===== src/rtl/timx_pwm_gen.sv =====
// timx_pwm_gen: prescaled up/down/center PWM timer with preload, dead-time and break gating.
// Define TIMX_PWM_DEADTIME_EN to build the per-channel dead-time counters; otherwise dtg is ignored.
module timx_pwm_gen #(
  parameter int NUM_CH = 4,
  parameter int CNT_W  = 16,
  parameter int PSC_W  = 16,
  parameter int DT_W   = 8
) (
  input  logic                    apb_clk,
  input  logic                    apb_rst,
  input  logic                    cnt_en,
  input  logic [1:0]              cms,
  input  logic [PSC_W-1:0]        psc,
  input  logic [CNT_W-1:0]        arr,
  input  logic [NUM_CH*CNT_W-1:0] ccr,
  input  logic [NUM_CH-1:0]       pol,
  input  logic [DT_W-1:0]         dtg,
  input  logic                    moe,
  input  logic                    bkin,
  input  logic                    brk_clr,
  input  logic                    ug,
  output logic [CNT_W-1:0]        cnt,
  output logic                    dir,
  output logic                    uev,
  output logic [NUM_CH-1:0]       cc_event,
  output logic [NUM_CH-1:0]       ch_out,
  output logic [NUM_CH-1:0]       chn_out,
  output logic [NUM_CH-1:0]       ch_out_en,
  output logic                    brk_flag
);
  logic [PSC_W-1:0]        psc_q, psc_d;
  logic [CNT_W-1:0]        cnt_q, cnt_d, arr_sh_q, arr_sh_d;
  logic [NUM_CH*CNT_W-1:0] ccr_sh_q, ccr_sh_d;
  logic                    dir_q, dir_d, uev_q, uev_d, brk_q, brk_d;
  logic [NUM_CH-1:0]       cc_q, cc_d, oc_q, oc_d, dt_ch_q, dt_ch_d, dt_chn_q, dt_chn_d;
  logic [1:0]              mode;
  logic                    tick, ld, out_active;

  always_comb begin
    mode  = (cms == 2'b11) ? 2'b00 : cms;
    tick  = cnt_en & (psc_q == psc);
    psc_d = ug ? '0 : !cnt_en ? psc_q : tick ? '0 : psc_q + 1'b1;
    cnt_d = cnt_q;
    dir_d = dir_q;
    uev_d = 1'b0;
    if (ug) begin
      cnt_d = (mode == 2'b01) ? arr : '0;
      dir_d = 1'b0;
      uev_d = 1'b1;
    end else if (tick) begin
      if (mode == 2'b01) begin
        uev_d = (cnt_q == '0);
        cnt_d = uev_d ? arr_sh_q : cnt_q - 1'b1;
        dir_d = 1'b1;
      end else if (mode == 2'b10) begin
        if (arr_sh_q == '0) begin
          uev_d = 1'b1;
          cnt_d = '0;
          dir_d = 1'b0;
        end else if (!dir_q) begin
          uev_d = (cnt_q >= arr_sh_q - 1'b1);
          cnt_d = uev_d ? arr_sh_q : cnt_q + 1'b1;
          dir_d = uev_d;
        end else begin
          uev_d = (cnt_q <= CNT_W'(1));
          cnt_d = uev_d ? '0 : cnt_q - 1'b1;
          dir_d = ~uev_d;
        end
      end else begin
        uev_d = (cnt_q >= arr_sh_q);
        cnt_d = uev_d ? '0 : cnt_q + 1'b1;
        dir_d = 1'b0;
      end
    end
    // shadows follow the inputs only at period boundaries or on a software update
    ld       = ug | uev_d;
    arr_sh_d = ld ? arr : arr_sh_q;
    ccr_sh_d = ld ? ccr : ccr_sh_q;
    brk_d    = bkin | (brk_q & ~brk_clr);
    for (int k = 0; k < NUM_CH; k++) begin
      cc_d[k] = tick & ~ug & (cnt_d == ccr_sh_q[k*CNT_W +: CNT_W]);
      oc_d[k] = cnt_q < ccr_sh_q[k*CNT_W +: CNT_W];
    end
  end

  always_ff @(posedge apb_clk) begin
    if (apb_rst) begin
      psc_q    <= '0;
      cnt_q    <= '0;
      dir_q    <= 1'b0;
      uev_q    <= 1'b0;
      brk_q    <= 1'b0;
      cc_q     <= '0;
      oc_q     <= '0;
      arr_sh_q <= arr;
      ccr_sh_q <= ccr;
    end else begin
      psc_q    <= psc_d;
      cnt_q    <= cnt_d;
      dir_q    <= dir_d;
      uev_q    <= uev_d;
      brk_q    <= brk_d;
      cc_q     <= cc_d;
      oc_q     <= oc_d;
      arr_sh_q <= arr_sh_d;
      ccr_sh_q <= ccr_sh_d;
    end
  end

`ifdef TIMX_PWM_DEADTIME_EN
  logic [NUM_CH-1:0]           ref_q;
  logic [NUM_CH-1:0][DT_W-1:0] dt_cnt_q, dt_cnt_d;

  // dt_cnt counts cycles since the last oc_ref edge, saturating; an output asserts once it reaches dtg
  always_comb begin
    for (int k = 0; k < NUM_CH; k++) begin
      dt_cnt_d[k] = (oc_q[k] != ref_q[k]) ? '0 : (&dt_cnt_q[k]) ? dt_cnt_q[k] : dt_cnt_q[k] + 1'b1;
      dt_ch_d[k]  = oc_q[k] & (dt_cnt_d[k] >= dtg);
      dt_chn_d[k] = ~oc_q[k] & (dt_cnt_d[k] >= dtg);
    end
  end

  always_ff @(posedge apb_clk) begin
    if (apb_rst) begin
      ref_q    <= '0;
      dt_cnt_q <= '0;
    end else begin
      ref_q    <= oc_q;
      dt_cnt_q <= dt_cnt_d;
    end
  end
`else
  logic unused_dtg;

  assign unused_dtg = ^dtg;

  always_comb begin
    dt_ch_d  = oc_q;
    dt_chn_d = ~oc_q;
  end
`endif

  always_ff @(posedge apb_clk) begin
    if (apb_rst) begin
      dt_ch_q  <= '0;
      dt_chn_q <= '0;
    end else begin
      dt_ch_q  <= dt_ch_d;
      dt_chn_q <= dt_chn_d;
    end
  end

  assign out_active = moe & ~brk_q;
  assign ch_out     = out_active ? dt_ch_q ^ pol : pol;
  assign chn_out    = out_active ? dt_chn_q ^ pol : pol;
  assign ch_out_en  = {NUM_CH{out_active}};
  assign cnt        = cnt_q;
  assign dir        = dir_q;
  assign uev        = uev_q;
  assign cc_event   = cc_q;
  assign brk_flag   = brk_q;
endmodule


===== config.mk =====
export PLATFORM = sky130hd
export DESIGN_NAME = timx_pwm_gen
export DESIGN_NICKNAME = d
export VERILOG_FILES = /design/src/rtl/timx_pwm_gen.sv
export SDC_FILE = /design/constraint.sdc
export NUM_CORES = 1
export LEC_CHECK = 0
export BUFFER_PORTS_ARGS = -buffer_cell sky130_fd_sc_hd__buf_4
export CAP_MARGIN = 10
export CORE_MARGIN = 4
export CORE_UTILIZATION = 31
export DETAILED_ROUTE_END_ITERATION = 12
export PLACE_DENSITY = 0.53
export SKIP_CTS_REPAIR_TIMING = 1
export SLEW_MARGIN = 25
export SYNTH_ARGS = -nofsm -noshare
export SYNTH_HDL_FRONTEND = slang
export SYNTH_SLANG_ARGS = --single-unit

===== constraint.sdc =====
create_clock -name apb_clk -period 11.15 [get_ports apb_clk]
set_clock_uncertainty 0.15 [all_clocks]
set_input_delay 1.115 -clock apb_clk [delete_from_list [all_inputs] [get_ports apb_clk]]
set_output_delay 1.115 -clock apb_clk [all_outputs]
set_load 0.005 [all_outputs]

# ---- Yosys cells after proc, flatten, opt, wreduce, memory -nomap -nowiden
# Index checks and enable logic that the tools add are counted.
dict set report word_totals {
  register_bits 131
  input_bits 117
  elab_cells 80
}
dict set report op_classes {
  addsub 4
  n_lt_le_gt_ge 7
  eq_ne 8
  mux 29
  bitwise_logic 17
  reduce_logical 4
}
# operator count
set ops {}
lappend ops {{16-bit 2-to-1 mux} 14}
lappend ops {{64-bit 2-to-1 mux} 2}
lappend ops {{16-bit equality test} 5}
lappend ops {{16-bit < comparator} 4}
lappend ops {{16-bit by 1-bit adder with 16-bit output (second input constant)} 2}
lappend ops {{16-bit >= comparator} 2}
lappend ops {{16-bit zero test} 2}
lappend ops {{16-bit by 1-bit subtractor with 16-bit output (second input constant)} 2}
lappend ops {{16-bit by 1-bit <= comparator with 1-bit output (second input constant)} 1}
lappend ops {{1-bit 2-to-1 mux} 10}
lappend ops {{1-bit AND} 8}
lappend ops {{4-bit 2-to-1 mux} 2}
lappend ops {{4-bit bitwise XOR} 2}
lappend ops {{2-bit equality test (second input constant)} 2}
lappend ops {{1-bit NOT} 4}
lappend ops {{4-bit NOT} 1}
lappend ops {{2-bit by 1-bit equality test with 1-bit output (second input constant)} 1}
lappend ops {{2-bit 2-to-1 mux} 1}
lappend ops {{1-bit bitwise OR} 2}
lappend ops {{2-bit nonzero test} 1}
lappend ops {{2-bit OR reduction} 1}

# ---- Depth between registers and ports, before layout
# Gate-level depths: netlist of the first run.
dict set report logic_depth {
  ltp_word 11
  ltp_mapped 19
  depth_no_buf 17
}

# ---- Worst setup path before layout of the first run
# No wires, ideal clock.
dict set report synth_timing {
  kind {register -> register}
  start {register arr_sh_q[0]}
  end {register arr_sh_q[0], enable pin}
  setup_ns 0.629
  t_arrival_ns 8.958
  required_ns 10.371
  setup_slack_ns 1.413
  path_stages_with_launch 15
  period_less_slack_ns 9.737
  cell_sequence {edfxtp_1 -> inv_1 -> ha_1 -> nor4b_1 -> nand2_1 -> or4_1 -> xnor2_1 -> ha_1 -> nand4_1 -> nor3_1 -> a32o_1 -> o21ai_0 -> a21oi_1 -> a21oi_1 -> o21ai_0}
}
dict set report synth_between {
  elab_chain_len 10
  word_cells_on_any_way 12
  cone_classes {add/sub (1); order compare (2); mux (6); bitwise (1); reduce/logical (2)}
}
# element line
set synth_lines {}
lappend synth_lines {{start, declared} 32} ;# logic [CNT_W-1:0] cnt_q, cnt_d, arr_sh_q, arr_sh_d;
lappend synth_lines {{start signal, assigned} 95} ;# arr_sh_q <= arr;
lappend synth_lines {{start signal, assigned} 105} ;# arr_sh_q <= arr_sh_d;
lappend synth_lines {{16-bit by 1-bit subtractor with 16-bit output} 61} ;# uev_d = (cnt_q >= arr_sh_q - 1'b1);
lappend synth_lines {{16-bit >= comparator} 61}
lappend synth_lines {{1-bit 2-to-1 mux} 60} ;# end else if (!dir_q) begin
lappend synth_lines {{1-bit 2-to-1 mux} 56} ;# if (arr_sh_q == '0) begin
lappend synth_lines {{1-bit 2-to-1 mux *} 55} ;# end else if (mode == 2'b10) begin
lappend synth_lines {{1-bit 2-to-1 mux *} 51} ;# if (mode == 2'b01) begin
lappend synth_lines {{1-bit 2-to-1 mux *} 50} ;# end else if (tick) begin
lappend synth_lines {{1-bit 2-to-1 mux *} 46} ;# if (ug) begin
lappend synth_lines {{1-bit bitwise OR *} 76} ;# ld = ug | uev_d;
lappend synth_lines {{2-bit nonzero test (no source line) *} -}
# Every way passes the cells marked *; elsewhere a longest branch is shown, timed or not.
# A chain may end at the register's enable or synchronous reset.

# ---- Worst setup path after layout of the first run
dict set report layout_timing {
  start {register arr_sh_q[5]}
  end {register cc_q[0] (netlist: cc_event[0])}
}
dict set report layout_between {
  elab_chain_len 11
  word_cells_on_any_way 15
  cone_classes {add/sub (1); order compare (2); eq/ne (1); mux (9); bitwise (1); reduce/logical (1)}
}
# element line
set layout_lines {}
lappend layout_lines {{16-bit by 1-bit subtractor with 16-bit output} 61}
lappend layout_lines {{16-bit >= comparator} 61}
lappend layout_lines {{16-bit 2-to-1 mux} 62} ;# cnt_d = uev_d ? arr_sh_q : cnt_q + 1'b1;
lappend layout_lines {{16-bit 2-to-1 mux} 60}
lappend layout_lines {{16-bit 2-to-1 mux} 56}
lappend layout_lines {{16-bit 2-to-1 mux} 55}
lappend layout_lines {{16-bit 2-to-1 mux *} 51}
lappend layout_lines {{16-bit 2-to-1 mux *} 50}
lappend layout_lines {{16-bit 2-to-1 mux *} 46}
lappend layout_lines {{16-bit equality test *} 81} ;# cc_d[k] = tick & ~ug & (cnt_d == ccr_sh_q[k*CNT_W +: CNT_W]);
lappend layout_lines {{1-bit AND *} 81}
lappend layout_lines {{end signal, assigned} 93} ;# cc_q <= '0;
lappend layout_lines {{end signal, assigned} 103} ;# cc_q <= cc_d;
lappend layout_lines {{end, declared} 35} ;# logic [NUM_CH-1:0] cc_q, cc_d, oc_q, oc_d, dt_ch_q, dt_ch_d, dt_chn_q, dt_chn_d;
# Marks and branches as above.

==> results.cfg, run 1 <==
[route]
wl_met3_mm = 2.531
via_per_inst = 5.476
drc = 0
wl_per_cell_um = 21.32
wl_met2_mm = 17.20
ant_nets = 0
top_layer_used = met4
dr.pass1.iters = 6
vias = 9496
wl_mm = 36.97
wl_met1_mm = 16.06
drt_iter0_drc = 957

[final_layout]
seq_area_um2 = 3423
drive_above_1_share_pct = 17.41
area_growth_pct = 21.67
final_core_util_pct = 38.28
num-fill-cells = 3333
final_cell_mix = 167 x buf_4, 98 x ha_1, 92 x inv_1
diodes = 0
multi_input_area_um2 = 6236
final_common_cell = buf_4
finalNetCount = 1494

[die]
fp.dieH_um = 189.7
fp.dieW_um = 189.7
initial_core_util_pct = 31.46
ios = 152
die_area_um2 = 36000
coreArea_um2 = 32540
rows = 66

[cts]
clock_sinks = 131
cts_root_buf = clkbuf_16
cts_tree = yes
cts_made_buffers = 17
h-tree-depth = 4
clock_latency_ps = 440
cts_buffer_depth = 2
path_clk_slew_ps = 60

[placement]
portBuffers = 143
place.gp.congestion = 0.9296
pre_cts_slack_ps = 4937
hpwl_mm = 28.56

[power_and_ir_drop]
p_per_area_nw_per_um2 = 120.9
leakagePower_nw = 5.386
peakVddDrop_uv = 99.02

[global_route]
grt_pass1_wl_mm = 55.95
grt_usage_pct = 20.24
grt.overflow.total = 0
grt_pass1_vias = 9387
antenna_found_initial = 0
grt_max_degree = 81

[timing]
rsz0062_at_grt = false
hold_viol = 0
setup_ws_ps = 4657
worst_slew_pin_slew_ps = 1088
min_period_ps = 6493
maxSlewViolCount = 0
finalSetupTns_ps = 0
fmax_ghz = 0.1540
slew_headroom_pct = 26.92
setup_viol = 0
fin_crit_sh_pct = 58.23

[worst_setup_path]
cp-start-kind = flip-flop
crit_arrival_ps = 6650
critical_path_class = reg2reg
crit_path_max_fanout = 12
critPathCaptureType = flip-flop
required_ps = 11310

[logic_synthesis]
syn_inst = 1154
ys_seq_area_share_pct = 33.44
synth_area_um2 = 10240
async_flop_share_pct = 0
ys_types = 80
syn_area_per_cell_um2 = 8.871
synth_flop_cell = edfxtp_1
yosysWarnings = 0
synth_edf_count = 80
syn_nets = 1369
ys_seq_elements = 131

[status]
status = completed

[run]
cap_violations = 0

[min_path]
hold_class = reg2reg
cell families after synthesis:
kind of cell,count (synthesis),synth area share (%)
compound gates,280,19.86
xor+xnor,101,8.641
fa+ha+maj,98,11.98
buf+inv,155,5.891
flops,131,33.44
mux,7,0.7089
simple gates,382,19.48
critical path, stage by stage (launching register included):
cell and delay (ps):
edfxtp_1 550, nor4_1 770, nand2_1 230, or4_1 460, xnor2_1 160, ha_1 300, nand4_1 130, nor3_1 300
a32o_1 550, o21ai_0 490, nor4_1 760, o21bai_1 330, nand4_1 170, o311ai_1 100, or4_1 530, nor4_1 380
power breakdown:
group          switching, mW  internal (mW)  total (mW)  leakage, nW
Clock                  0.232          0.377       0.609        0.295
Sequential            0.0374          0.551       0.589         1.23
Combinational          0.179          0.129       0.308         3.86
registers in the layout (all words and copies together), names as in the netlist:
name / cells
dt_chn_q: 4
ccr_sh_q: 64
dir: 1
brk_flag: 1
dt_ch_q: 4
cnt: 16
psc_q: 16
cc_event: 4
arr_sh_q: 16
dt_ch_d: 4
uev: 1
metal layers:
layer  global-route usage [%]  vias to the layer above
li1                         -                     4550
met1                    26.69                     4474
met2                    33.00                      404
met3                    3.872                       68
met4                    7.707                        0
met5                        0                        -
final cells by class:
cell class                 instances  area share [%]
clock inverter                    14           1.607
sequential                       131           27.48
multi-input combinational        868           50.07
tap                              442           4.440
timing repair buffer             168           10.16
inverter                          93           2.803
clock buffer                      18           3.446
synthesized netlist by cell type (all sizes together), types with 10 or more instances:
| cell type | instances | area, µm² |
|---|---|---|
| nor2b | 13 | 81.33 |
| nor4 | 28 | 181.4 |
| or4 | 10 | 78.82 |
| xnor2 | 85 | 744.5 |
| nand4 | 28 | 175.2 |
| o211ai | 18 | 145.1 |
| o21ai | 30 | 150.1 |
| xor2 | 16 | 140.1 |
| edfxtp | 80 | 2402 |
| dfxtp | 51 | 1021 |
| a31oi | 22 | 137.6 |
| nor3 | 42 | 210.2 |
| and4 | 12 | 105.1 |
| inv | 92 | 345.3 |
| nand2b | 12 | 75.07 |
| ha | 98 | 1226 |
| nand2 | 64 | 240.2 |
| a211oi | 21 | 162.6 |
| a21o | 36 | 270.3 |
| nor2 | 86 | 322.8 |
| nand3 | 45 | 225.2 |
| clkbuf | 49 | 183.9 |
| and3 | 12 | 75.07 |
| a21oi | 58 | 290.3 |
| buf | 13 | 70.06 |
per-stage QoR:
stage / hold WS [ps] / std cells / power (mW) / area (µm²)
3_3_place_gp: 242.0 / 1702 / 0.8972 / 11820
5_1_grt: 262.4 / 1734 / 1.573 / 12460
2_1_floorplan: 234.5 / 1154 / 0.7773 / 10240
3_5_place_dp: 246.4 / 1702 / 0.9022 / 11820
6_report: 253.4 / 1734 / 1.506 / 12460
4_1_cts: 254.5 / 1734 / 1.515 / 12450
path summary, 6_finish.rpt:
check                    from          end  slack [ps]  cells past startpoint
setup / recovery  arr_sh_q[5]  cc_event[0]        4660                     15
hold reg to reg    dt_ch_d[3]  dt_chn_q[3]         250                      1
setup reg to reg  arr_sh_q[5]  cc_event[0]        4660                     15
hold / removal     dt_ch_d[3]  dt_chn_q[3]         250                      1
Power figures use the tool's default switching activity.
==> inputs of run 2 (changes only) <==
- PLACE_DENSITY: 0.53 -> 0.54
- clock period: 11.15 -> 5.4 ns (I/O delays scaled with it)
==> results.cfg, run 2 (synthesized netlist as in run 1, its figures left out) <==
[die]
ios = 152
fp.dieH_um = 189.7
initial_core_util_pct = 31.46
coreArea_um2 = 32540
fp.dieW_um = 189.7
die_area_um2 = 36000
rows = 66

[timing]
finalSetupTns_ps = 0
worst_slew_pin_slew_ps = 1020
fin_crit_sh_pct = 94.39
slew_headroom_pct = 31.91
setup_viol = 0
min_period_ps = 5097
holdWs_ps = 124.5
fmax_ghz = 0.1962
hold_viol = 0
maxSlewViolCount = 0
rsz0062_at_grt = false
setup_ws_ps = 303.0

[worst_setup_path]
cp-start-kind = flip-flop
crit_arrival_ps = 5280
critical_path_class = reg2reg
crit_path_max_fanout = 6
r2r_end = cc_event[0]
crit_path_start = arr_sh_q[2]
reg2reg_slack_ps = 300
path_cells = nor3_1, and3_1, nand2_1, nor3_1, xnor2_1, ha_1, a21oi_1, o21ai_0, a211o_1, buf_4, o211ai_1, a221oi_2, a211oi_2, xnor2_1, o311ai_1, or4_1, nor4_1
critPathTopFamily = simple AND/OR/NAND/NOR gates
max_stage_delay_ps = 540
critPathCaptureType = flip-flop
reg2reg_depth = 17
cp-endpoint = cc_event[0]
cp.depth = 17
crit_buf_inv = 1
r2r-start = arr_sh_q[2]
cp_slowest_cell = or4_1
required_ps = 5580

[final_layout]
final_cell_mix = 200 x buf_4, 98 x ha_1, 91 x inv_1
largest_register = ccr_sh_q
area_growth_pct = 24.37
drive_above_1_share_pct = 20.08
diodes = 0
final_cells = 1767
finalInstanceArea_um2 = 12730
final_common_cell = buf_4
final_core_util_pct = 39.13
largest_reg_flops = 64
finalNetCount = 1527

[placement]
pre_cts_slack_ps = 49.74
dp.cells = 1734
hpwl_mm = 29.70
place_area_um2 = 12070
portBuffers = 143
place.gp.congestion = 0.9298

[route]
drt_iter0_drc = 839
drc = 0
wl_mm = 37.54
wl_per_cell_um = 21.25
ant_nets = 0
dr.pass1.iters = 5
via_per_inst = 5.473
vias = 9671

[cts]
path_clk_slew_ps = 70
clock_sinks = 131
h-tree-depth = 4
cts_made_buffers = 17
cts_root_buf = clkbuf_16
cts_tree = yes
cts_buffer_depth = 2
clock_latency_ps = 440

[global_route]
grt_pass1_vias = 9485
antenna_found_initial = 0
grt.overflow.total = 0
grt_max_degree = 60
grt_usage_pct = 20.58
grt_pass1_wl_mm = 56.59

[power_and_ir_drop]
p_total_mw = 3.091
peakVddDrop_uv = 194.4
p_per_area_nw_per_um2 = 242.7
leakagePower_nw = 5.547

[min_path]
hold_class = in2reg

[run]
cap_violations = 0

[status]
status = completed
run 2: report_power, final:
part	switching [mW]	internal (mW)
combinational	0.374	0.284
sequential	0.0813	1.14
clock	0.485	0.729
run 2: layer usage:
metal / track usage (%) / wire length (µm) / vias to the layer above
li1: - / - / 4634
met1: 27.34 / 16540 / 4567
met2: 33.19 / 17300 / 388
met3: 3.835 / 2281 / 82
met4: 8.292 / 1422 / 0
met5: 0 / 0 / -
run 2: worst min-delay path by stage:
stage	slack, ps	end	start	cells past startpoint
floorplan	230	dt_chn_q[0]	dt_ch_d[0]	1
global placement	240	dt_chn_q[2]	dt_ch_d[2]	1
detailed placement	250	dt_chn_q[2]	dt_ch_d[2]	1
CTS	100	ccr_sh_q[36]	ccr[36]	1
global route	110	ccr_sh_q[36]	ccr[36]	1
finish	120	ccr_sh_q[36]	ccr[36]	1
run 2: area by class of cell:
type | count | area, µm²
Clock inverter | 15 | 181.4
Fill cell | 3387 | 19800
Multi-Input combinational cell | 868 | 6279
Clock buffer | 17 | 425.4
Timing Repair Buffer | 201 | 1521
Sequential cell | 131 | 3423
Tap cell | 442 | 553.0
Inverter | 93 | 349.1
